===== config.mk =====
export PLATFORM = sky130hd
export DESIGN_NAME = seg7_scan_decoder
export DESIGN_NICKNAME = d
export VERILOG_FILES = /design/src/rtl/seg7_scan_decoder.sv
export SDC_FILE = /design/constraint.sdc
export NUM_CORES = 1
export LEC_CHECK = 0
export ABC_CLOCK_PERIOD_IN_PS = 4650
export BUFFER_PORTS_ARGS = -buffer_cell sky130_fd_sc_hd__buf_2
export CELL_PAD_IN_SITES_DETAIL_PLACEMENT = 1
export CELL_PAD_IN_SITES_GLOBAL_PLACEMENT = 1
export CORE_MARGIN = 1
export CORE_UTILIZATION = 47
export CTS_CLUSTER_DIAMETER = 60
export DETAILED_ROUTE_END_ITERATION = 12
export GPL_TIMING_DRIVEN = 0
export PLACE_DENSITY = 0.82
export SLEW_MARGIN = 20
export SYNTH_ARGS = -nofsm -noshare
export SYNTH_HDL_FRONTEND = slang
export SYNTH_SLANG_ARGS = --single-unit

===== constraint.sdc =====
create_clock -name clk -period 4.65 [get_ports clk]
set_clock_uncertainty 0.1 [all_clocks]
set_input_delay 0.2325 -clock clk [delete_from_list [all_inputs] [get_ports clk]]
set_output_delay 0.2325 -clock clk [all_outputs]
set_load 0.01 [all_outputs]

===== src/rtl/seg7_scan_decoder.sv =====
// Readback monitor for a multiplexed active-low 7-segment display: waits for each
// anode/segment dwell to be stable, decodes the hex glyph, and holds it per digit.
module seg7_scan_decoder #(
  parameter int unsigned STABLE_CYCLES = 4
) (
  input  logic        clk,
  input  logic        rst_n,
  input  logic [3:0]  an,
  input  logic [6:0]  seg,
  output logic [15:0] digits,
  output logic [3:0]  valid,
  output logic [3:0]  blank,
  output logic        bad_pattern,
  output logic        frame_done,
  output logic [4:0]  dbg_state
);

  typedef enum logic {COLLECTING = 1'b0, COMPLETE = 1'b1} frame_state_t;

  localparam logic [7:0]  STABLE_N    = 8'(STABLE_CYCLES);
  localparam logic [10:0] IDLE_SAMPLE = 11'h7FF;

  // Returns {legal, value}; legal is 0 for anything outside the hex glyph set.
  function automatic logic [4:0] decode_glyph(input logic [6:0] s);
    case (s)
      7'h40: decode_glyph = 5'h10;
      7'h79: decode_glyph = 5'h11;
      7'h24: decode_glyph = 5'h12;
      7'h30: decode_glyph = 5'h13;
      7'h19: decode_glyph = 5'h14;
      7'h12: decode_glyph = 5'h15;
      7'h02: decode_glyph = 5'h16;
      7'h78: decode_glyph = 5'h17;
      7'h00: decode_glyph = 5'h18;
      7'h10: decode_glyph = 5'h19;
      7'h08: decode_glyph = 5'h1A;
      7'h03: decode_glyph = 5'h1B;
      7'h46: decode_glyph = 5'h1C;
      7'h21: decode_glyph = 5'h1D;
      7'h06: decode_glyph = 5'h1E;
      7'h0E: decode_glyph = 5'h1F;
      default: decode_glyph = 5'h00;
    endcase
  endfunction

  logic [10:0]  samp_q, samp_d;
  logic [7:0]   cnt_q, cnt_d;
  logic [15:0]  digits_q, digits_d;
  logic [3:0]   valid_q, valid_d;
  logic [3:0]   blank_q, blank_d;
  logic [3:0]   seen_q, seen_d;
  logic         bad_q, bad_d;
  logic         frame_q, frame_d;
  frame_state_t state_q, state_d;

  logic         same;
  logic         capture;
  logic [3:0]   cap_an;
  logic [6:0]   cap_seg;
  logic [4:0]   glyph;
  logic [1:0]   sel;
  logic         sel_valid;

  always_comb begin
    samp_d    = {an, seg};
    same      = (samp_d == samp_q);
    cap_an    = samp_q[10:7];
    cap_seg   = samp_q[6:0];
    glyph     = decode_glyph(cap_seg);

    // cnt saturates at STABLE_N, so the capture condition is met once per dwell.
    capture   = same && (cnt_q != STABLE_N) && ((cnt_q + 8'd1) == STABLE_N);
    if (!same)                 cnt_d = 8'd0;
    else if (cnt_q != STABLE_N) cnt_d = cnt_q + 8'd1;
    else                       cnt_d = cnt_q;

    sel       = 2'd0;
    sel_valid = 1'b1;
    case (cap_an)
      4'b1110: sel = 2'd0;
      4'b1101: sel = 2'd1;
      4'b1011: sel = 2'd2;
      4'b0111: sel = 2'd3;
      default: sel_valid = 1'b0;
    endcase

    digits_d = digits_q;
    valid_d  = valid_q;
    blank_d  = blank_q;
    seen_d   = seen_q;
    bad_d    = 1'b0;
    frame_d  = 1'b0;
    state_d  = COLLECTING;

    if (capture) begin
      if (sel_valid) begin
        if (glyph[4]) begin
          digits_d[{sel, 2'b00} +: 4] = glyph[3:0];
          valid_d[sel] = 1'b1;
          blank_d[sel] = 1'b0;
        end else if (cap_seg == 7'h7F) begin
          valid_d[sel] = 1'b0;
          blank_d[sel] = 1'b1;
        end else begin
          valid_d[sel] = 1'b0;
          blank_d[sel] = 1'b0;
          bad_d        = 1'b1;
        end
        seen_d[sel] = 1'b1;
        if (seen_d == 4'hF) begin
          frame_d = 1'b1;
          seen_d  = 4'h0;
          state_d = COMPLETE;
        end
      end else if (cap_an != 4'hF) begin
        bad_d = 1'b1;
      end
    end
  end

  always_ff @(posedge clk or negedge rst_n) begin
    if (!rst_n) begin
      samp_q   <= IDLE_SAMPLE;
      cnt_q    <= 8'd0;
      digits_q <= 16'h0000;
      valid_q  <= 4'h0;
      blank_q  <= 4'h0;
      seen_q   <= 4'h0;
      bad_q    <= 1'b0;
      frame_q  <= 1'b0;
      state_q  <= COLLECTING;
    end else begin
      samp_q   <= samp_d;
      cnt_q    <= cnt_d;
      digits_q <= digits_d;
      valid_q  <= valid_d;
      blank_q  <= blank_d;
      seen_q   <= seen_d;
      bad_q    <= bad_d;
      frame_q  <= frame_d;
      state_q  <= state_d;
    end
  end

  assign digits      = digits_q;
  assign valid       = valid_q;
  assign blank       = blank_q;
  assign bad_pattern = bad_q;
  assign frame_done  = frame_q;
  assign dbg_state   = {state_q, seen_q};

endmodule


# Yosys cells after proc, flatten, opt, wreduce, memory -nomap -nowiden

Cells that the tools add are included.

Magnitude comparators: 2
Bitwise gates (word level): 6
$add $sub $neg: 2
Shifts and indexed selects: 2
Equal/unequal tests: 26
Mux-type cells: 20
Reductions and logical operators: 7

Operators by type and width:

| kind                                                                     | number |
|---|---|
| 5-bit one-hot mux with 16 select lines                                   | 1 |
| 7-bit equality test (second input constant)                              | 5 |
| 7-bit by 5-bit equality test with 1-bit output (second input constant)   | 3 |
| 7-bit by 6-bit equality test with 1-bit output (second input constant)   | 3 |
| 16-bit bitwise mux                                                       | 1 |
| 4-bit equality test (second input constant)                              | 4 |
| 4-bit 2-to-1 mux                                                         | 4 |
| 8-bit 2-to-1 mux                                                         | 2 |
| 4-bit by 6-bit variable shift with 16-bit output (first input constant)  | 1 |
| 4-bit by 6-bit variable part select with 16-bit output                   | 1 |
| 7-bit by 2-bit equality test with 1-bit output (second input constant)   | 2 |
| 7-bit by 4-bit equality test with 1-bit output (second input constant)   | 2 |
| 4-bit bitwise OR                                                         | 3 |
| 11-bit equality test                                                     | 1 |
| 1-bit 2-to-1 mux                                                         | 10 |
| 8-bit by 1-bit adder with 8-bit output (second input constant)           | 1 |
| 4-bit AND                                                                | 2 |
| 8-bit by 3-bit equality test with 1-bit output (second input constant)   | 1 |
| 8-bit by 3-bit inequality test with 1-bit output (second input constant) | 1 |
| 7-bit by 3-bit equality test with 1-bit output (second input constant)   | 1 |
| 7-bit logical NOT                                                        | 1 |
| 4-bit negation with 6-bit output                                         | 1 |
| 2-bit one-hot mux with 3 select lines                                    | 1 |
| 4-bit by 3-bit equality test with 1-bit output (second input constant)   | 1 |
| 10 further kinds                                                         | 12 |

Register bits after elaboration: 49

# Depth between registers and ports, before layout

Depth after elaboration: 11
Gate-level depth with buffers: 9
Gate-level depth less buffers: 8

# Least setup slack after synthesis

Ideal clock, no wire load.

Path kind: reg-to-reg
Start point: register samp_q[2]
End point: register seen_q[3]
Cell stages (with the launch flop): 8
Data arrival time: 2263 ps
Path slack: 2165 ps
Required time: 4428 ps
Clock period less this slack: 2485 ps
Buffers on the path: 1
Cells stage by stage: dfstp_2 clkbuf_1 xor2_1 nor3_1 nand3_2 or3b_1 or3b_2 a21boi_1

Word-level cells in the longest chain between the ends: 4

RTL lines:

| element                              | line | text |
|---|---|---|
| start, declared                      | 46   | `logic [10:0] samp_q, samp_d;` |
| start signal, assigned               | 133  | `samp_q <= samp_d;` |
| 11-bit equality test                 | 66   | `same = (samp_d == samp_q);` |
| 1-bit logical AND (2 in a row)       | 72   | `capture = same && (cnt_q != STABLE_N) && ((cnt_q + 8'd1) == STABLE_N);` |
| 2-bit AND reduction (no source line) | n/a  |  |
| end signal, assigned                 | 138  | `seen_q <= seen_d;` |
| end, declared                        | 51   | `logic [3:0] seen_q, seen_d;` |

No other way between the ends.
A chain may end at the register's enable or synchronous reset.

# Final worst setup path

Start point: register samp_q[2]
End point: register digits_q[5], in the netlist digits[5]

Word-level cells in the longest chain between the ends: 4

RTL lines:

| element                                                                                            | line   | text |
|---|---|---|
| 7-bit by 4-bit equality test with 1-bit output, or another cell as far along                       | 25     | `case (s)` |
| 5-bit one-hot mux with 16 select lines / 1-bit logical AND (equally long branches)                 | 25, 72 |  |
| 4-bit by 6-bit variable part select with 16-bit output / 1-bit logical AND (equally long branches) | 98, 72 |  |
| 16-bit bitwise mux / 3-bit AND reduction (equally long branches)                                   | n/a    |  |
| end signal, assigned                                                                               | 135    | `digits_q <= digits_d;` |
| end, declared                                                                                      | 48     | `logic [15:0] digits_q, digits_d;` |

Several ways; a longest one is shown, not always the timed one.

==> results.cfg <==
[timing]
finalSetupViolations = 0
finalHoldViolCount = 0
finalCriticalPeriod_ps = 3000
final_max_slew_viol_count = 0
tightestPinTransition_ps = 630.5
fmax_ghz = 0.3333
slew_headroom = 0.5796
finalCritPeriodShare = 0.6452
fin_tns_setup_ps = 0
rsz0062_at_grt = no

[floorplan]
die_h_um = 77.06
start_util = 0.5024
row_count = 26
die-area_mm2 = 0.005937
io_pins = 44
core_mm2 = 0.005270
die_x_um = 77.06

[synthesis]
ys_warn_count = 0
synth_seq_cells = 49
ys_seq_area_frac = 0.4683
synthDominantCellAreaShare = 0.3592
synthDistinctLibCells = 54
async_flop_share = 1.000
synth_top_cell_by_area = dfrtp_1
synthCells = 246
syn_avg_cell_area_um2 = 10.76
ys_top_cells_by_area = dfrtp_1 36%, dfstp_2 11%, mux2_2 10%
syn_area_mm2 = 0.002648
synthFlopType = dfrtp_1
synth_nets = 267
synth-edff-count = 0

[placement]
port-buffer-count = 43
dp_hpwl_um = 4801
placed_cells_incl_taps = 359
gp_congestion = 0.8184

[clock_tree]
cts_max_level = 2
clock_latency_ps = 300
cts.sinks = 49
clkTransAtPathRegs_ps = 90
cts_resized = 0
cts_made_buffers = 5
ctsRootBufferMaster = clkbuf_8
cts_tree = done
clock_path_buffers = 2

[pwr]
power.density_mw_per_mm2 = 261.6
switching_power_mw = 0.2032
ir_drop_v = 0.0001499
clockPowerShare = 0.364
seq_power_share = 0.532
switching_share = 0.2444
p_leak_nw = 1.522
internal_power_mw = 0.6283
p_comb_frac = 0.105

[route]
drt-initial-drc-count = 86
wire_per_inst_um = 18.37
ant_nets = 0
via_per_inst = 5.628
drt-pass1-iter-count = 4
wl_um = 6961
drc = 0
num_vias = 2133

[layout]
area_growth_syn_to_layout_pct = 20.09
drive_gt1_frac = 0.3301
fillCellCount = 628
nNetsFinal = 329
instances_no_fill = 379
diodes = 0

[run_status]
outcome = finished, final reports clean

[grt]
grt_pass1_vias = 2348
grt_max_degree = 50
grt_antenna_before_repair = 0
grt.total_usage = 0.2586
grt-ovfl-total = 0
grt_pass1_wl_um = 11850

[critical_path]
crit_fanout = 10
cp-end-kind = register
required_ps = 4740
critical_path_class = register to register
crit_arrival_ps = 3090
start_kind = register

[min_path]
holdCritPathClass = input port to asynchronous set/reset pin

[run]
cap_violations = 0
critical path, stage by stage, from the launching register on:
cell and delay (ps):
dfstp_2 540, clkbuf_1 400, xor2_1 130, nor3_1 230, nand3_2 240, nor4b_4 560
nand3_1 320, mux2_2 350
routing by layer:
layer / GRT usage / routed length, um / vias up
li1: - / - / 995
met1: 0.3208 / 2993 / 1073
met2: 0.4625 / 3578 / 57
met3: 0.04524 / 317 / 8
met4: 0.06604 / 72 / 0
met5: 0 / 0 / -
kinds of logic (layout without fill, tap and decap cells):
| family | after synthesis | count (layout) | share of synthesized area |
|---|---|---|---|
| AOI/OAI and AO/OA | 28 | 28 | 0.07703 |
| xor gates and xnor gates | 21 | 21 | 0.06947 |
| adders and majority gates | 8 | 8 | 0.03781 |
| buffers and inverters | 18 | 81 | 0.03402 |
| DFF | 49 | 49 | 0.4683 |
| muxes | 24 | 24 | 0.1021 |
| and+or+nand+nor | 98 | 98 | 0.2113 |
per-stage QoR:
step	hold WS (ps)	setup WS [ps]	power, mW	area, um^2	util
floorplan	-163.1	2165	0.4958	2648	-
global placement	253.9	1768	0.5240	2950	0.5598
detailed placement	256.6	1686	0.5272	2950	0.5598
CTS	63.15	1658	0.8358	3167	0.6009
global route	427.0	1380	0.8627	3179	0.6033
finish	394.0	1650	0.8316	3179	0.6033
Yosys cell counts (3+ instances only):
master    instances
nand3_1           9
or3_1             3
a31oi_1           4
dfrtp_1          38
xor2_1           19
dfstp_2          11
o22ai_1           3
nor3_1            7
and2_1            3
buf_2             5
nand4_1           5
nand2b_1          3
nor2_1           35
mux2_2           24
inv_1             8
ha_1              8
nor3b_1           3
nand3b_1          4
nand2_1           7
a21oi_1           5
cell type report:
class	count	area, um^2	share of cell area
Multi-Input combinational cell	179	1318	0.4144
Sequential cell	49	1240	0.3900
Timing Repair Buffer	55	337.8	0.1063
Tap cell	70	87.58	0.02755
Clock buffer	6	72.57	0.02283
Buffer	10	60.06	0.01889
Clock inverter	2	33.78	0.01063
Inverter	8	30.03	0.009445
cells in the final DEF, fill, tap and decap left out, types with 3 or more instances in the layout:
cell / netlist / final
buf_2: 5 / 47
dfrtp_1: 38 / 38
nor2_1: 35 / 35
mux2_2: 24 / 24
xor2_1: 19 / 19
dlygate4sd3_1: 0 / 12
dfstp_2: 11 / 11
nand3_1: 9 / 9
inv_1: 8 / 8
ha_1: 8 / 8
nor3_1: 7 / 7
nand2_1: 7 / 7
nand4_1: 5 / 5
a21oi_1: 5 / 5
clkbuf_8: 0 / 5
a31oi_1: 4 / 4
nand3b_1: 4 / 4
buf_4: 2 / 3
o22ai_1: 3 / 3
and2_1: 3 / 3
nor3b_1: 3 / 3
nand2b_1: 3 / 3
or3_1: 3 / 3
power by group through the flow:
stage | clock network (mW) | logic (mW) | registers, mW
after CTS | 0.308 | 0.0859 | 0.442
after detailed placement | 0 | 0.0779 | 0.449
after floorplan | 0 | 0.0483 | 0.447
after global placement | 0 | 0.0748 | 0.449
final | 0.302 | 0.0873 | 0.442
after global routing | 0.323 | 0.0969 | 0.443
final timing paths:
kind | start | endpoint | slack, ps | cells past startpoint
min in group clk | register | register | 410 | 1
max in group asynchronous | rst_n | digits[0]$_DFFE_PN0P_ | 3640 | 2
max | samp_q[2]$_DFF_PN1_ | digits[5]$_DFFE_PN0P_ | 1650 | 7
min reg2reg | register | register | 410 | 1
max reg2reg | samp_q[2]$_DFF_PN1_ | digits[5]$_DFFE_PN0P_ | 1650 | 7
min | rst_n | bad_pattern$_DFF_PN0_ | 390 | 2
timing repair:
action,in CTS,in global routing
endpoints found under the hold margin,11,38
hold buffers,11,1
buffers inserted,0,0
Note: power is estimated with default switching activity, not from simulation.
